`config.mk`:
```
export PLATFORM = sky130hd
export DESIGN_NAME = muldiv_sequencer
export DESIGN_NICKNAME = d
export VERILOG_FILES = /design/src/rtl/muldiv_sequencer.sv
export SDC_FILE = /design/constraint.sdc
export NUM_CORES = 1
export LEC_CHECK = 0
export CAP_MARGIN = 20
export CORE_MARGIN = 2
export CORE_UTILIZATION = 45
export DETAILED_ROUTE_END_ITERATION = 10
export PLACE_DENSITY = 0.78
export SYNTH_ARGS = -nofsm -noshare
export SYNTH_HDL_FRONTEND = slang
export SYNTH_SLANG_ARGS = --single-unit
```
`constraint.sdc`:
```
create_clock -name clk -period 4.53 [get_ports clk]
set_clock_uncertainty 0.2 [all_clocks]
set_input_delay 1.359 -clock clk [delete_from_list [all_inputs] [get_ports clk]]
set_output_delay 1.359 -clock clk [all_outputs]
set_load 0.05 [all_outputs]
```
`src/rtl/muldiv_sequencer.sv`:
```
// ---------------------------------------------------------------------------
// muldiv_sequencer
//
// Iterative multiply/divide unit holding the architectural HI/LO registers.
// One result bit is produced per cycle on a 2*WIDTH-bit accumulator:
// shift-add for MULT/MULTU and restoring shift-subtract for DIV/DIVU.
// Signed operations run on magnitudes; the sign is applied in FIX.
//
// Ports:
//   clk        rising-edge clock
//   reset      asynchronous active-low reset (0 = reset)
//   start      launch an operation (sampled only in IDLE)
//   op         00 MULT, 01 MULTU, 10 DIV, 11 DIVU (sampled with start)
//   srca       multiplicand / dividend (rs)
//   srcb       multiplier / divisor (rt)
//   hiwe/lowe  MTHI/MTLO write enables, honoured only in IDLE without start
//   wdata      MTHI/MTLO write data
//   busy       high while in CALC or FIX
//   done       one-cycle pulse in the first IDLE cycle after FIX
//   hi/lo      HI and LO registers
//   state_dbg  current FSM state (0 IDLE, 1 CALC, 2 FIX)
//
// Handshake: start is a request accepted on any rising edge where busy=0.
// There is no ready signal; while busy=1 start is ignored, so the hazard
// unit must stall the pipeline on (start | busy). Completion is signalled
// by done together with busy=0 and the new hi/lo values.
// ---------------------------------------------------------------------------
module muldiv_sequencer #(
  parameter int WIDTH = 32,
  parameter int CW    = 6
) (
  input  logic             clk,
  input  logic             reset,
  input  logic             start,
  input  logic [1:0]       op,
  input  logic [WIDTH-1:0] srca,
  input  logic [WIDTH-1:0] srcb,
  input  logic             hiwe,
  input  logic             lowe,
  input  logic [WIDTH-1:0] wdata,
  output logic             busy,
  output logic             done,
  output logic [WIDTH-1:0] hi,
  output logic [WIDTH-1:0] lo,
  output logic [1:0]       state_dbg
);

  typedef enum logic [1:0] {
    S_IDLE = 2'd0,
    S_CALC = 2'd1,
    S_FIX  = 2'd2
  } state_t;

  state_t               state_q, state_d;
  logic [CW-1:0]        cnt_q, cnt_d;
  logic                 is_div_q, is_div_d;
  logic                 neg_a_q, neg_a_d;   // dividend / multiplicand was negative
  logic                 neg_b_q, neg_b_d;   // divisor / multiplier was negative
  logic                 dz_q, dz_d;         // divide by zero
  logic [WIDTH-1:0]     opnd_q, opnd_d;     // |multiplicand| or |divisor|
  logic [2*WIDTH-1:0]   acc_q, acc_d;
  logic [WIDTH-1:0]     hi_q, hi_d;
  logic [WIDTH-1:0]     lo_q, lo_d;
  logic                 done_q, done_d;

  // Operand magnitudes at launch
  logic                 signed_op;
  logic                 sa, sb;
  logic [WIDTH-1:0]     abs_a, abs_b;

  // Datapath step
  logic [WIDTH:0]       add_sum;
  logic [2*WIDTH-1:0]   mul_next;
  logic [WIDTH:0]       rem_sh;
  logic [WIDTH:0]       diff;
  logic                 ge;
  logic [2*WIDTH-1:0]   div_next;

  // Sign-corrected results
  logic [2*WIDTH-1:0]   prod_fix;
  logic [WIDTH-1:0]     quo_fix;
  logic [WIDTH-1:0]     rem_fix;

  assign signed_op = ~op[0];
  assign sa        = signed_op & srca[WIDTH-1];
  assign sb        = signed_op & srcb[WIDTH-1];
  assign abs_a     = sa ? (~srca + 1'b1) : srca;
  assign abs_b     = sb ? (~srcb + 1'b1) : srcb;

  // Multiply: accumulator is {partial product, remaining multiplier bits}.
  // The add carry is kept so the right shift brings it into the top bit.
  assign add_sum  = {1'b0, acc_q[2*WIDTH-1:WIDTH]} + {1'b0, opnd_q};
  assign mul_next = acc_q[0] ? {add_sum, acc_q[WIDTH-1:1]}
                             : {1'b0, acc_q[2*WIDTH-1:1]};

  // Divide: accumulator is {partial remainder, dividend/quotient bits}.
  // The shifted remainder needs one extra bit before the trial subtract.
  // With a zero divisor every trial succeeds, so the quotient fills with
  // ones and the remainder ends up as the dividend magnitude.
  assign rem_sh   = acc_q[2*WIDTH-1:WIDTH-1];
  assign diff     = rem_sh - {1'b0, opnd_q};
  assign ge       = (rem_sh >= {1'b0, opnd_q});
  assign div_next = ge ? {diff[WIDTH-1:0],   acc_q[WIDTH-2:0], 1'b1}
                       : {rem_sh[WIDTH-1:0], acc_q[WIDTH-2:0], 1'b0};

  // Negating the remainder magnitude restores srca exactly for a zero
  // divisor, including the most-negative value whose magnitude wraps.
  assign prod_fix = (neg_a_q ^ neg_b_q) ? (~acc_q + 1'b1) : acc_q;
  assign quo_fix  = dz_q ? {WIDTH{1'b1}}
                  : ((neg_a_q ^ neg_b_q) ? (~acc_q[WIDTH-1:0] + 1'b1) : acc_q[WIDTH-1:0]);
  assign rem_fix  = neg_a_q ? (~acc_q[2*WIDTH-1:WIDTH] + 1'b1) : acc_q[2*WIDTH-1:WIDTH];

  always_comb begin
    state_d  = state_q;
    cnt_d    = cnt_q;
    is_div_d = is_div_q;
    neg_a_d  = neg_a_q;
    neg_b_d  = neg_b_q;
    dz_d     = dz_q;
    opnd_d   = opnd_q;
    acc_d    = acc_q;
    hi_d     = hi_q;
    lo_d     = lo_q;
    done_d   = 1'b0;

    unique case (state_q)
      S_IDLE: begin
        if (start) begin
          state_d  = S_CALC;
          cnt_d    = CW'(WIDTH - 1);
          is_div_d = op[1];
          neg_a_d  = sa;
          neg_b_d  = sb;
          dz_d     = op[1] & (srcb == '0);
          if (op[1]) begin
            opnd_d = abs_b;
            acc_d  = {{WIDTH{1'b0}}, abs_a};
          end else begin
            opnd_d = abs_a;
            acc_d  = {{WIDTH{1'b0}}, abs_b};
          end
        end else begin
          // MTHI/MTLO only when no operation is being launched
          if (hiwe) hi_d = wdata;
          if (lowe) lo_d = wdata;
        end
      end
      S_CALC: begin
        acc_d = is_div_q ? div_next : mul_next;
        cnt_d = cnt_q - CW'(1);
        if (cnt_q == '0) state_d = S_FIX;
      end
      S_FIX: begin
        state_d = S_IDLE;
        done_d  = 1'b1;
        if (is_div_q) begin
          hi_d = rem_fix;
          lo_d = quo_fix;
        end else begin
          hi_d = prod_fix[2*WIDTH-1:WIDTH];
          lo_d = prod_fix[WIDTH-1:0];
        end
      end
      default: state_d = S_IDLE;
    endcase
  end

  always_ff @(posedge clk or negedge reset) begin
    if (!reset) begin
      state_q  <= S_IDLE;
      cnt_q    <= '0;
      is_div_q <= 1'b0;
      neg_a_q  <= 1'b0;
      neg_b_q  <= 1'b0;
      dz_q     <= 1'b0;
      opnd_q   <= '0;
      acc_q    <= '0;
      hi_q     <= '0;
      lo_q     <= '0;
      done_q   <= 1'b0;
    end else begin
      state_q  <= state_d;
      cnt_q    <= cnt_d;
      is_div_q <= is_div_d;
      neg_a_q  <= neg_a_d;
      neg_b_q  <= neg_b_d;
      dz_q     <= dz_d;
      opnd_q   <= opnd_d;
      acc_q    <= acc_d;
      hi_q     <= hi_d;
      lo_q     <= lo_d;
      done_q   <= done_d;
    end
  end

  assign busy      = (state_q != S_IDLE);
  assign done      = done_q;
  assign hi        = hi_q;
  assign lo        = lo_q;
  assign state_dbg = state_q;

endmodule

```
==> results list <==
- The floorplan step defined a die boundary enclosing about 36000 um^2.
- The flow ran to the end, and the final reports show no timing, DRC or antenna violations.
- Clock-pin slew was measured on the worst setup and hold paths at 0.09 ns.
- Based on the critical path, the design can be clocked at up to 0.2570 GHz.
* Fraction of registers with async set/reset: 1.000
- The tightest min-delay check is of the flip-flop to flip-flop type.
* Overall power consumption: 13.95 mW
* Area of the mapped netlist: about 16000 um^2
- CTS Sinks: 173
- The worst-case IR drop observed on VDD is 0.4241 mV.
* Post-detailed-route via-to-cell ratio: 6.295
* H-tree depth: 4
- Max-cap check violation count: 0
* IO Port Bufs: 170
* Slowest cell on crit path: sky130_fd_sc_hd__dfrtp_1
- The worst setup path is launched from a flip-flop.
- Number of buffers and inverters on the critical path: 1
- Net count of the mapped netlist: 2164
- First-pass GRT wire length: between 80 and 90 mm
* Number of buffers between clock root and the deepest sink: 2
* Count of yosys warnings during synthesis: 0
* Library cells used by synthesis: 92
- Once detail routing completed, the nets flagged for antenna violations numbered 0.
* Critical path cell sequence: ha_1, inv_1, fa_1, nand2b_1, a211o_1, a2111o_1, nand2_1, a2111oi_2, nor3_1, nor4_1, o41ai_1, a32o_1
- Top flip-flop cell by instance count after synthesis: sky130_fd_sc_hd__dfrtp_1
* Seq. cell area: about 4300 um^2
* Post-CTS setup repair buffer count: 0
* Pre-antenna DRT Iters: 6
* Count of hold-fix buffers inserted at cts: 0
* Die width: around 190 um
- Cell internal power was estimated by the tool at 6.616 mW.
* Initial antenna violation count: 0
- At the worst endpoint, the required time is roughly 4.7 ns.
- The worst setup path is captured at a flip-flop.
- Number of core rows: 68
* RePlAce Congestion: between 1 and 1.5
- Met2 routing resource usage after global routing: 0.4862
- Post-cts sizing count: 0
- The critical path in this run is classified as flip-flop to flip-flop.
- Count of endpoints failing setup in the final report: 0
- Avg WL per Cell: 22.37 um
* Setup repair after global routing missed its margin: false
- The core region is 34460 um^2.
- Of the cells placed in the final design, the portion with a size suffix greater than 1 is 0.07234.
- Along the worst path, the maximum fanout reaches 10.
- The share of total power dissipated in sequential elements is 0.210.
* Leakage power summed over all cells: roughly 7.5 nW
- Of the total power, the share spent switching nets is 0.5257.
* HPWL after DPL: between 40 and 50 mm
* Pin count of the biggest net entering global routing: 86
- Total number of vias: 16178
* Period minus WS final: 3.890 ns
- For this block, the initial DRC count from the detailed router was between 1500 and 2000.
* GRT busiest layer: met2
- Setup TNS: 0 ns
* Part of the Yosys area used for sequential elements: 0.2761
* Top cell family by delay on the critical path: compound AO/OA/AOI/OAI gates
- Remaining DRCs: 0
- Synthesized area divided by synthesized cell count: 7.882 um^2
- Seq cells post-synth: 173
- In the layout the commonest cells are sky130_fd_sc_hd__a21oi_1, sky130_fd_sc_hd__nand2_1, sky130_fd_sc_hd__o21ai_0.
* Worst-case setup slack after placement: 0.2903 ns
- Of the available clock period, the critical path in the final layout requires 0.8588.
* Clock network latency to the later pin of the worst-skew pair: 0.46 ns
- Share of power burned in combinational logic: 0.677
- Met3 global-route usage: 0.05705
- Pins over their slew limit: 0
* Clock power share: 0.113
- The final layout contains 2277 nets.
- TritonCTS clock tree: yes
- Area growth from synthesis to layout: 18.39%
- The via count of the first global-routing pass came to ~15000.
- Measured slew at the worst slew-check pin: 0.8476 ns
* Final setup slack of the worst path: about 0.64 ns
* Headroom to the max-slew limit: 0.4329
* Area taken by multi-input logic gates: 10540 um^2
- For this configuration, the core starts out at a cell density of 0.4550.
- # diodes: 0
* Gate count after technology mapping: slightly below 2000
- Number of hold violations in the final report: 0
- After filler insertion, the fill cell instance count of the layout stands at 3266.
- The synthesized design contains 0 enable-type register cells.
* Post-layout utilization of the core: 0.5386
* Die height: around 190 um
- Wire length after detailed routing: 57.48 mm
- Global routing finished with a remaining overflow of 0.
- Pin placement for this block handled 171 I/O pins.
* Commonest non-fill, non-tap cell in the layout: sky130_fd_sc_hd__a21oi_1
- On the worst path, the slowest cell contributes a delay of approximately 0.64 ns.
- The tree is rooted in a sky130_fd_sc_hd__clkbuf_16.
- At the worst endpoint, the arrival time is roughly 4.1 ns.
* Total power density per cell area: 751.6 nW/um^2
* Number of clock buffers inserted by TritonCTS: 17
- Hold Worst Slack: 0.2880 ns
- GR met1 Demand/Resource: 0.4310
- In the global route stage, overall resource usage came out at 0.3157.
* Net Switching: about 7.3 mW
[routing by layer]
layer,routed length (um),part of all wire,vias to the layer above
met4,2718,0.047,0
met1,24330,0.42,7685
met3,5507,0.096,135
li1,-,-,7485
met2,24930,0.43,873
met5,0,0,-
[state kept, by name, indices dropped and copies added, names as in the netlist]
register,flops
acc_q,64
cnt_q,6
done,1
dz_q,1
hi,32
is_div_q,1
lo,32
neg_a_q,1
neg_b_q,1
opnd_q,32
state_dbg,2
[worst reg2reg max path, delay by kind of cell (launching register included)]
kind,cells,cell delay (ns)
compound gates,5,1.48
fa+ha+maj,2,0.68
flops,1,0.64
buf+inv,1,0.07
simple gates,4,0.76
[per-stage QoR]
step | area [um^2] | std cells
after floorplan | 15680 | 1989
after global placement | 17930 | 2538
after detailed placement | 17930 | 2538
after CTS | 18560 | 2570
after global routing | 18560 | 2570
final | 18560 | 2570
[cell families (layout without fill, tap and decap cells)]
logic type	after synthesis	count (layout)	share of synthesized area
AO/OA/AOI/OAI	702	702	0.2840
AND/OR/NAND/NOR	576	576	0.1796
buffers and inverters	214	340	0.05331
flip-flops	173	173	0.2761
XOR/XNOR	161	161	0.08994
multiplexers	91	91	0.05866
adder cells (fa/ha/maj)	72	72	0.05842
[synthesized netlist by cell type, types with 7 or more instances]
| cell type | count | area share |
|---|---|---|
| sky130_fd_sc_hd__nor3_1 | 39 | 0.012 |
| sky130_fd_sc_hd__a32o_1 | 8 | 0.0051 |
| sky130_fd_sc_hd__a211oi_1 | 43 | 0.021 |
| sky130_fd_sc_hd__o21ai_0 | 175 | 0.056 |
| sky130_fd_sc_hd__a31oi_1 | 28 | 0.011 |
| sky130_fd_sc_hd__a21oi_1 | 189 | 0.060 |
| sky130_fd_sc_hd__xnor2_1 | 90 | 0.050 |
| sky130_fd_sc_hd__a221o_1 | 15 | 0.0096 |
| sky130_fd_sc_hd__o211ai_1 | 34 | 0.016 |
| sky130_fd_sc_hd__o21a_1 | 13 | 0.0062 |
| sky130_fd_sc_hd__nand4_1 | 12 | 0.0048 |
| sky130_fd_sc_hd__buf_1 | 21 | 0.0050 |
| sky130_fd_sc_hd__o31ai_1 | 14 | 0.0067 |
| sky130_fd_sc_hd__nor2b_1 | 24 | 0.0096 |
| sky130_fd_sc_hd__nand3_1 | 37 | 0.012 |
| sky130_fd_sc_hd__nand2_1 | 185 | 0.044 |
| sky130_fd_sc_hd__or4_1 | 8 | 0.0038 |
| sky130_fd_sc_hd__dfrtp_1 | 173 | 0.28 |
| sky130_fd_sc_hd__mux2i_1 | 84 | 0.054 |
| sky130_fd_sc_hd__a311oi_1 | 7 | 0.0039 |
| sky130_fd_sc_hd__and3_1 | 10 | 0.0040 |
| sky130_fd_sc_hd__o41ai_1 | 7 | 0.0039 |
| sky130_fd_sc_hd__nor4_1 | 10 | 0.0040 |
| sky130_fd_sc_hd__o22ai_1 | 23 | 0.0092 |
| sky130_fd_sc_hd__inv_1 | 71 | 0.017 |
| sky130_fd_sc_hd__nand2b_1 | 19 | 0.0076 |
| sky130_fd_sc_hd__o21bai_1 | 7 | 0.0034 |
| sky130_fd_sc_hd__mux2_2 | 7 | 0.0050 |
| sky130_fd_sc_hd__or3_1 | 22 | 0.0088 |
| sky130_fd_sc_hd__ha_1 | 70 | 0.056 |
| sky130_fd_sc_hd__buf_2 | 14 | 0.0045 |
| sky130_fd_sc_hd__and2_1 | 9 | 0.0036 |
| sky130_fd_sc_hd__a22oi_1 | 11 | 0.0053 |
| sky130_fd_sc_hd__a21o_1 | 27 | 0.013 |
| sky130_fd_sc_hd__xor2_1 | 71 | 0.040 |
| sky130_fd_sc_hd__nor2_1 | 160 | 0.038 |
| sky130_fd_sc_hd__o21ai_1 | 33 | 0.011 |
| sky130_fd_sc_hd__clkbuf_1 | 104 | 0.025 |
[power groups by stage]
| stage | Clock (mW) | Sequential, mW | Combinational [mW] |
|---|---|---|---|
| 2_1_floorplan | 0 | 3.01 | 6.28 |
| 3_3_place_gp | 0 | 2.90 | 9.05 |
| 3_5_place_dp | 0 | 2.91 | 9.20 |
| 4_1_cts | 1.58 | 2.89 | 9.25 |
| 5_1_grt | 1.64 | 2.97 | 10.2 |
| 6_report | 1.57 | 2.94 | 9.44 |
[final timing paths]
| kind | slack [ns] | cells after the start | startpoint | end |
|---|---|---|---|---|
| min in group asynchronous | 0.75 | 1 | reset | hi[2] |
| max in group asynchronous | 2.53 | 2 | reset | lo[25] |
| worst min-delay path | 0.29 | 2 | lo[15] | lo[15] |
| worst max register to register | 0.64 | 12 | acc_q[32] | acc_q[57] |
| worst max-delay path | 0.64 | 12 | acc_q[32] | acc_q[57] |
| worst min register to register | 0.29 | 2 | lo[15] | lo[15] |
[layout make-up]
type / count / share of cell area
clock buffer: 17 / 0.02292
sequential: 173 / 0.2335
timing repair buffer: 236 / 0.1195
clock inverter: 15 / 0.01099
multi-input combinational: 1602 / 0.5679
tap: 455 / 0.03067
inverter: 72 / 0.01456
No activity file was read; power rests on OpenSTA's default activity.
